$ cat src/rtl/bitstream_expander.sv
// Queues per-cycle encoder bitstream groups as compact descriptors and expands
// them (including run-length repeats) into an in-order valid/ready byte stream.
module bitstream_expander #(
    parameter int BITSTREAM_WIDTH = 8,
    parameter int FIFO_ADDR_WIDTH = 4
) (
    input  logic                       top_clk,
    input  logic                       top_reset,
    input  logic [BITSTREAM_WIDTH-1:0] in_bit_1_1,
    input  logic [BITSTREAM_WIDTH-1:0] in_bit_1_2,
    input  logic [BITSTREAM_WIDTH-1:0] in_bit_1_3,
    input  logic [BITSTREAM_WIDTH-1:0] in_bit_1_4,
    input  logic [BITSTREAM_WIDTH-1:0] in_bit_1_5,
    input  logic [BITSTREAM_WIDTH-1:0] in_bit_2_1,
    input  logic [BITSTREAM_WIDTH-1:0] in_bit_2_2,
    input  logic [BITSTREAM_WIDTH-1:0] in_bit_2_3,
    input  logic [BITSTREAM_WIDTH-1:0] in_bit_2_4,
    input  logic [BITSTREAM_WIDTH-1:0] in_bit_2_5,
    input  logic [2:0]                 in_flag_1,
    input  logic [2:0]                 in_flag_2,
    input  logic                       in_flag_last,
    output logic [BITSTREAM_WIDTH-1:0] out_data,
    output logic                       out_valid,
    input  logic                       out_ready,
    output logic                       out_end,
    output logic                       overflow,
    output logic [FIFO_ADDR_WIDTH:0]   fifo_level
);
    localparam int W = BITSTREAM_WIDTH;
    localparam int A = FIFO_ADDR_WIDTH;
    localparam logic [A:0] FULL = (A+1)'(2**A);

    typedef struct packed {
        logic         last;
        logic [2:0]   flag;
        logic [W-1:0] b1;
        logic [W-1:0] b2;
        logic [W-1:0] b3;
        logic [W-1:0] b4;
        logic [W-1:0] b5;
    } entry_t;

    typedef enum logic [2:0] {IDLE, HEAD, BODY, RUN, TAIL4, TAIL5, END} state_t;

    entry_t       grp1, grp2, slot0_d, slot1_d, slot0, slot1, head;
    logic         use1, use2;
    logic [1:0]   n_d, stage_n;
    entry_t       mem [2**A];
    logic [A-1:0] wr_ptr, rd_ptr;
    logic [A:0]   post_pop, n_ext;
    logic         push_ok, pop, fifo_empty, accept, final_byte;
    state_t       state;
    logic         cur_last;
    logic [2:0]   cur_flag;
    logic [W-1:0] cur_b2, cur_b3, cur_b4, cur_b5, cnt;

    // Pack the cycle's groups in order; the last marker rides on the final entry.
    always_comb begin
        use1 = (in_flag_1 != 3'd0) && (in_flag_1 != 3'd4);
        use2 = (in_flag_2 != 3'd0) && (in_flag_2 != 3'd4);
        grp1 = {1'b0, in_flag_1, in_bit_1_1, in_bit_1_2, in_bit_1_3, in_bit_1_4, in_bit_1_5};
        grp2 = {1'b0, in_flag_2, in_bit_2_1, in_bit_2_2, in_bit_2_3, in_bit_2_4, in_bit_2_5};
        slot0_d = '0;
        slot1_d = '0;
        n_d     = 2'd0;
        if (use1 && use2) begin
            slot0_d      = grp1;
            slot1_d      = grp2;
            slot1_d.last = in_flag_last;
            n_d          = 2'd2;
        end else if (use1) begin
            slot0_d      = grp1;
            slot0_d.last = in_flag_last;
            n_d          = 2'd1;
        end else if (use2) begin
            slot0_d      = grp2;
            slot0_d.last = in_flag_last;
            n_d          = 2'd1;
        end else if (in_flag_last) begin
            slot0_d.last = 1'b1;
            slot0_d.flag = 3'd4;
            n_d          = 2'd1;
        end
    end

    always_ff @(posedge top_clk) begin
        if (top_reset) begin
            stage_n <= 2'd0;
            slot0   <= '0;
            slot1   <= '0;
        end else begin
            stage_n <= n_d;
            slot0   <= slot0_d;
            slot1   <= slot1_d;
        end
    end

    assign head       = mem[rd_ptr];
    assign fifo_empty = (fifo_level == '0);

    always_comb begin
        n_ext    = (A+1)'(stage_n);
        post_pop = fifo_level - (A+1)'(pop);
        push_ok  = (stage_n != 2'd0) && (n_ext <= (FULL - post_pop));
    end

    always_ff @(posedge top_clk) begin
        if (push_ok) begin
            mem[wr_ptr] <= slot0;
            if (stage_n == 2'd2) mem[wr_ptr + A'(1)] <= slot1;
        end
    end

    always_ff @(posedge top_clk) begin
        if (top_reset) begin
            wr_ptr     <= '0;
            rd_ptr     <= '0;
            fifo_level <= '0;
            overflow   <= 1'b0;
        end else begin
            if (pop) rd_ptr <= rd_ptr + A'(1);
            if (push_ok) wr_ptr <= wr_ptr + A'(stage_n);
            else if (stage_n != 2'd0) overflow <= 1'b1;
            fifo_level <= post_pop + (push_ok ? n_ext : '0);
        end
    end

    // A new entry is loaded in the same cycle the previous final byte is taken.
    always_comb begin
        final_byte = 1'b0;
        case (state)
            HEAD:    final_byte = (cur_flag == 3'd1) || ((cur_flag == 3'd5) && (cur_b3 == '0));
            BODY:    final_byte = (cnt == '0);
            RUN:     final_byte = (cnt == W'(1)) && (cur_flag == 3'd5);
            TAIL4:   final_byte = (cur_flag == 3'd6);
            TAIL5:   final_byte = 1'b1;
            default: final_byte = 1'b0;
        endcase
        accept = out_valid && out_ready;
        pop    = !fifo_empty &&
                 ((state == IDLE) || (state == END) || (accept && final_byte && !cur_last));
    end

    always_ff @(posedge top_clk) begin
        if (top_reset) begin
            state     <= IDLE;
            cur_last  <= 1'b0;
            cur_flag  <= '0;
            cur_b2    <= '0;
            cur_b3    <= '0;
            cur_b4    <= '0;
            cur_b5    <= '0;
            cnt       <= '0;
            out_data  <= '0;
            out_valid <= 1'b0;
            out_end   <= 1'b0;
        end else begin
            out_end <= 1'b0;
            if (pop) begin
                cur_last <= head.last;
                cur_flag <= head.flag;
                cur_b2   <= head.b2;
                cur_b3   <= head.b3;
                cur_b4   <= head.b4;
                cur_b5   <= head.b5;
                if (head.flag == 3'd4) begin
                    state     <= END;
                    out_end   <= 1'b1;
                    out_valid <= 1'b0;
                end else begin
                    state     <= HEAD;
                    out_data  <= head.b1;
                    out_valid <= 1'b1;
                end
            end else if ((state == IDLE) || (state == END)) begin
                state     <= IDLE;
                out_valid <= 1'b0;
            end else if (accept) begin
                if (final_byte) begin
                    out_valid <= 1'b0;
                    if (cur_last) begin
                        state   <= END;
                        out_end <= 1'b1;
                    end else begin
                        state <= IDLE;
                    end
                end else begin
                    case (state)
                        HEAD: begin
                            if (!cur_flag[2]) begin
                                state    <= BODY;
                                out_data <= cur_b2;
                                cnt      <= (cur_flag == 3'd3) ? W'(1) : '0;
                            end else if (cur_b3 != '0) begin
                                state    <= RUN;
                                out_data <= cur_b2;
                                cnt      <= cur_b3;
                            end else begin
                                state    <= TAIL4;
                                out_data <= cur_b4;
                            end
                        end
                        BODY: begin
                            out_data <= cur_b3;
                            cnt      <= '0;
                        end
                        RUN: begin
                            if (cnt != W'(1)) begin
                                cnt <= cnt - W'(1);
                            end else begin
                                state    <= TAIL4;
                                out_data <= cur_b4;
                            end
                        end
                        TAIL4: begin
                            state    <= TAIL5;
                            out_data <= cur_b5;
                        end
                        default: state <= IDLE;
                    endcase
                end
            end
        end
    end
endmodule

$ cat config.mk
export PLATFORM = sky130hd
export DESIGN_NAME = bitstream_expander
export DESIGN_NICKNAME = d
export VERILOG_FILES = /design/src/rtl/bitstream_expander.sv
export SDC_FILE = /design/constraint.sdc
export NUM_CORES = 1
export LEC_CHECK = 0
export CORE_MARGIN = 2
export CORE_UTILIZATION = 52
export DETAILED_ROUTE_END_ITERATION = 10
export PLACE_DENSITY = 0.72
export SLEW_MARGIN = 10
export SYNTH_ARGS = -nofsm -noshare
export SYNTH_HDL_FRONTEND = slang
export SYNTH_SLANG_ARGS = --single-unit
$ cat constraint.sdc
create_clock -name top_clk -period 8.25 [get_ports top_clk]
set_clock_uncertainty 0.15 [all_clocks]
set_input_delay 1.2375 -clock top_clk [delete_from_list [all_inputs] [get_ports top_clk]]
set_output_delay 1.2375 -clock top_clk [all_outputs]
set_load 0.05 [all_outputs]
==> key figures <==
Power
  • Switching pwr: 0.003671 W
  • Leakage: 16.01 nW
  • Peak VDD IR: 0.1850 mV
  • Clock power frac: 34.0%
  • Comb pwr share: 23.2%
  • Switching share of power: 28.69%
  • Power per cell area: 271.3 nW/um^2
  • Internal power: 0.009123 W
  • Sequential Power Share: 42.8%

Cells and area
  • Ant. Diodes: 0
  • Non-Filler Instances: 3766
  • Final net count: 2744
  • Filler Cells Inserted: 5870
  • Area grow syn2layout: 12.77%
  • Layout cells sized above 1: 43.26%
  • Design area: 47150 sq um
  • Final core utilization: 59.49%

Drt
  • Initial drt markers: 2846
  • DRC violations left: 0
  • WL final: 113300 um
  • Via density: 6.526
  • DRT Pass-1 Iters: 6
  • Vias post-DR: 24580
  • Post-route ant nets: 0
  • WL per Instance: 30.09 um

Logic synthesis
  • Avg Synthesized Cell Area: 15.84 sq um
  • Top FF cell, synth: edfxtp_1
  • Largest family of logic cells by synthesized area: multiplexers
  • Post-Synth Adder-Cell Area: 0.5147%
  • Synth Instances: 2639
  • Synth unique cells: 60
  • Synth Cell Area: 41810 sq um
  • Synth Area in Compound Gates: 2.711%
  • Post-synth ARST share: 0%
  • Seq cells post-synth: 869
  • Post-synthesis mux area share: 31.37%
  • Post-synth EDFFs: 704
  • Sequential element share of the synthesized area: 58.46%
  • Post-Synth XOR/XNOR Area: 0.2933%
  • YS warnings: 0
  • Post-synthesis simple-gate area fraction: 3.935%
  • Syn nets: 2745

Floorplan
  • Ports: 106
  • Die H: 287.6 um
  • Core Region: 79260 sq um
  • Starting density of the core: 52.76%
  • Row cnt: 103
  • Die width: 287.6 um
  • Die area: 82690 sq um

Global route
  • First-pass GRT wire length: 167000 um
  • Total gr overflow: 0
  • GRT Util Overall: 27.62%
  • Vias in the first global route: 24930
  • Largest net degree at the start of global routing: 116
  • Initial antenna violation count: 2

STA
  • Final Max Tran Viols: 0
  • Max Fclk: 141.1 MHz
  • Slew @ Worst Pin: 1185 ps
  • Final Setup Violations: 0
  • Fin crit share: 85.88%
  • Fin. Hold Viols: 0
  • Max_slew headroom: 20.79%
  • RSZ-0062 raised after global routing: false
  • Setup TNS: 0 ps
  • Min Clock Period, post-route: 7085 ps

Worst setup path
  • CP max stage cell: dfxtp_1
  • Max stage delay on crit path: 970 ps
  • Crit path capture type: flip-flop
  • Startpoint types: flip-flop
  • Worst path arrival time: 7320 ps
  • Worst Path Max Fanout: 41
  • Critical path required time: 8480 ps
  • Most common cell on crit path: ha_1
  • Crit path kind: reg -> reg
  • Cell Chain, Critical Path: nand2b_1, nor4b_1, a22oi_1, and2_1, o41a_4, clkinv_2, ha_1, ha_1, ha_1, inv_1, ha_1, a21oi_1, a21oi_1, o31a_1, nor3_1, nand3_4, buf_4, mux2_2

Clock tree
  • Clk buf depth: 3
  • Clock-pin transition on the worst setup and hold timing paths: 60 ps
  • # Post-CTS Setup Buffers: 0
  • Sinks on Clock Net: 869
  • Worst-Skew Late Latency: 640 ps
  • Post-cts resize count: 0
  • Root Driver: clkbuf_16
  • CTS tree: done
  • # hold bufs at CTS: 0
  • Cts bufs inserted: 93
  • H-Tree Depth: 3

Run status
  • Status: finished, final reports clean

Placement
  • Placed insts: 3593
  • Placer Congestion: 0.9124
  • Dpl hpwl: 63040 um
  • Area of placed instances: 43940 sq um
  • I/O Buffers: 105

Run
  • Max_cap viols: 0

Worst hold path
  • Worst hold-check path type: reg -> reg
[through the flow]
stage               hold WS [ps]  power (W)  setup WS (ps)
floorplan                  281.5   0.007597          149.2
global placement           293.7   0.008470           1320
detailed placement         299.1   0.008513           1278
CTS                        308.0    0.01282           1266
global route               324.0    0.01323          873.1
finish                     310.6    0.01279           1165
[sequential cells by signal, indices dropped and copies added, names as in the netlist, 5 cells and up, named ones only]
| register | flops |
|---|---|
| mem | 704 |
| cur_b2 | 8 |
| cur_b3 | 8 |
| fifo_level | 5 |
| cnt | 8 |
| cur_b5 | 8 |
| slot0 | 44 |
| out_data | 8 |
| cur_b4 | 8 |
| slot1 | 44 |
[area by class of cell]
cell class / instances / area, sq um / share of cell area, %
clock buffers: 134 / 2768 / 5.870
multi-input cells: 1494 / 16470 / 34.94
flip-flops and latches: 869 / 24460 / 51.87
inverters: 19 / 72.57 / 0.1539
repair buffers: 161 / 1619 / 3.434
clock inverters: 39 / 449.2 / 0.9526
well taps: 1050 / 1314 / 2.786
[power groups by stage]
stage	clock network [W]	registers (W)	logic, W
3_5_place_dp	0	0.00556	0.00295
6_report	0.00435	0.00547	0.00297
5_1_grt	0.00454	0.00552	0.00317
3_3_place_gp	0	0.00554	0.00293
4_1_cts	0.00438	0.00547	0.00297
2_1_floorplan	0	0.00540	0.00219
[cells in the mapped netlist (4+ instances only)]
cell      number  area (sq um)
buf_1         15         56.30
edfxtp_1     704         21140
nor4b_1        4         35.03
mux2_2       697          7849
or4_1          5         37.54
dfxtp_1      165          3303
or3_1          8         50.05
inv_1         18         67.56
xnor2_1       10         87.58
nor3_1        12         60.06
a221oi_2       5         75.07
a21oi_1       62         310.3
mux2_1         8         90.09
ha_1          14         175.2
mux4_2       217          4887
xor2_1         4         35.03
nand2_1       97         364.1
o21ai_0       15         75.07
and2_1        48         300.3
nor4_1         6         37.54
or2_2          6         37.54
nor2b_1        8         50.05
a211oi_1       7         52.55
a221oi_1      11         96.34
clkbuf_1     180         675.7
a22oi_1       44         330.3
nand3_1       13         65.06
buf_2         58         290.3
mux2i_1       29         290.3
nor2_1       120         450.4
nand2b_1       5         31.28
[critical path, delay by kind of cell, from the launching register on]
family	cells	cell delay [ps]
simple gates	5	2390
flops	1	970
compound gates	5	1310
fa+ha+maj	4	1000
mux	1	290
buf+inv	3	690
[logic make-up (layout without fill, tap and decap cells)]
logic type,count (synthesis),in the layout
multiplexers,951,951
flip-flops,869,869
AND/OR/NAND/NOR,346,346
buffers and inverters,276,353
AO/OA/AOI/OAI,167,167
adder cells (fa/ha/maj),16,16
XOR/XNOR,14,14
[worst paths after layout]
path	depth (start not counted)	startpoint	slack [ps]	end
worst min register to register	2	cur_b5[4]	310	cur_b5[4]
worst min-delay path	2	cur_b5[4]	310	cur_b5[4]
worst max register to register	18	state[0]	1160	mem[14][2]
worst max-delay path	18	state[0]	1160	mem[14][2]
[placed cells by master (no fill, tap or decap), types with 48 or more instances in the layout]
cell / count
a21oi_1: 62
and2_1: 48
clkbuf_16: 98
clkdlybuf4s50_1: 104
dfxtp_1: 161
edfxtp_1: 704
mux2_2: 697
mux4_2: 217
nand2_1: 97
nor2_1: 98
[per-layer routing]
metal | track usage [%] | routed length [um] | vias up | part of all wire, %
met4 | 7.721 | 3058 | 2 | 2.7
li1 | - | - | 10300 | -
met3 | 3.851 | 8177 | 183 | 7.2
met2 | 44.62 | 54810 | 1061 | 48
met1 | 39.40 | 47280 | 13040 | 42
met5 | 0 | 5 | - | 0.0044
No activity file was read; power rests on OpenSTA's default activity.
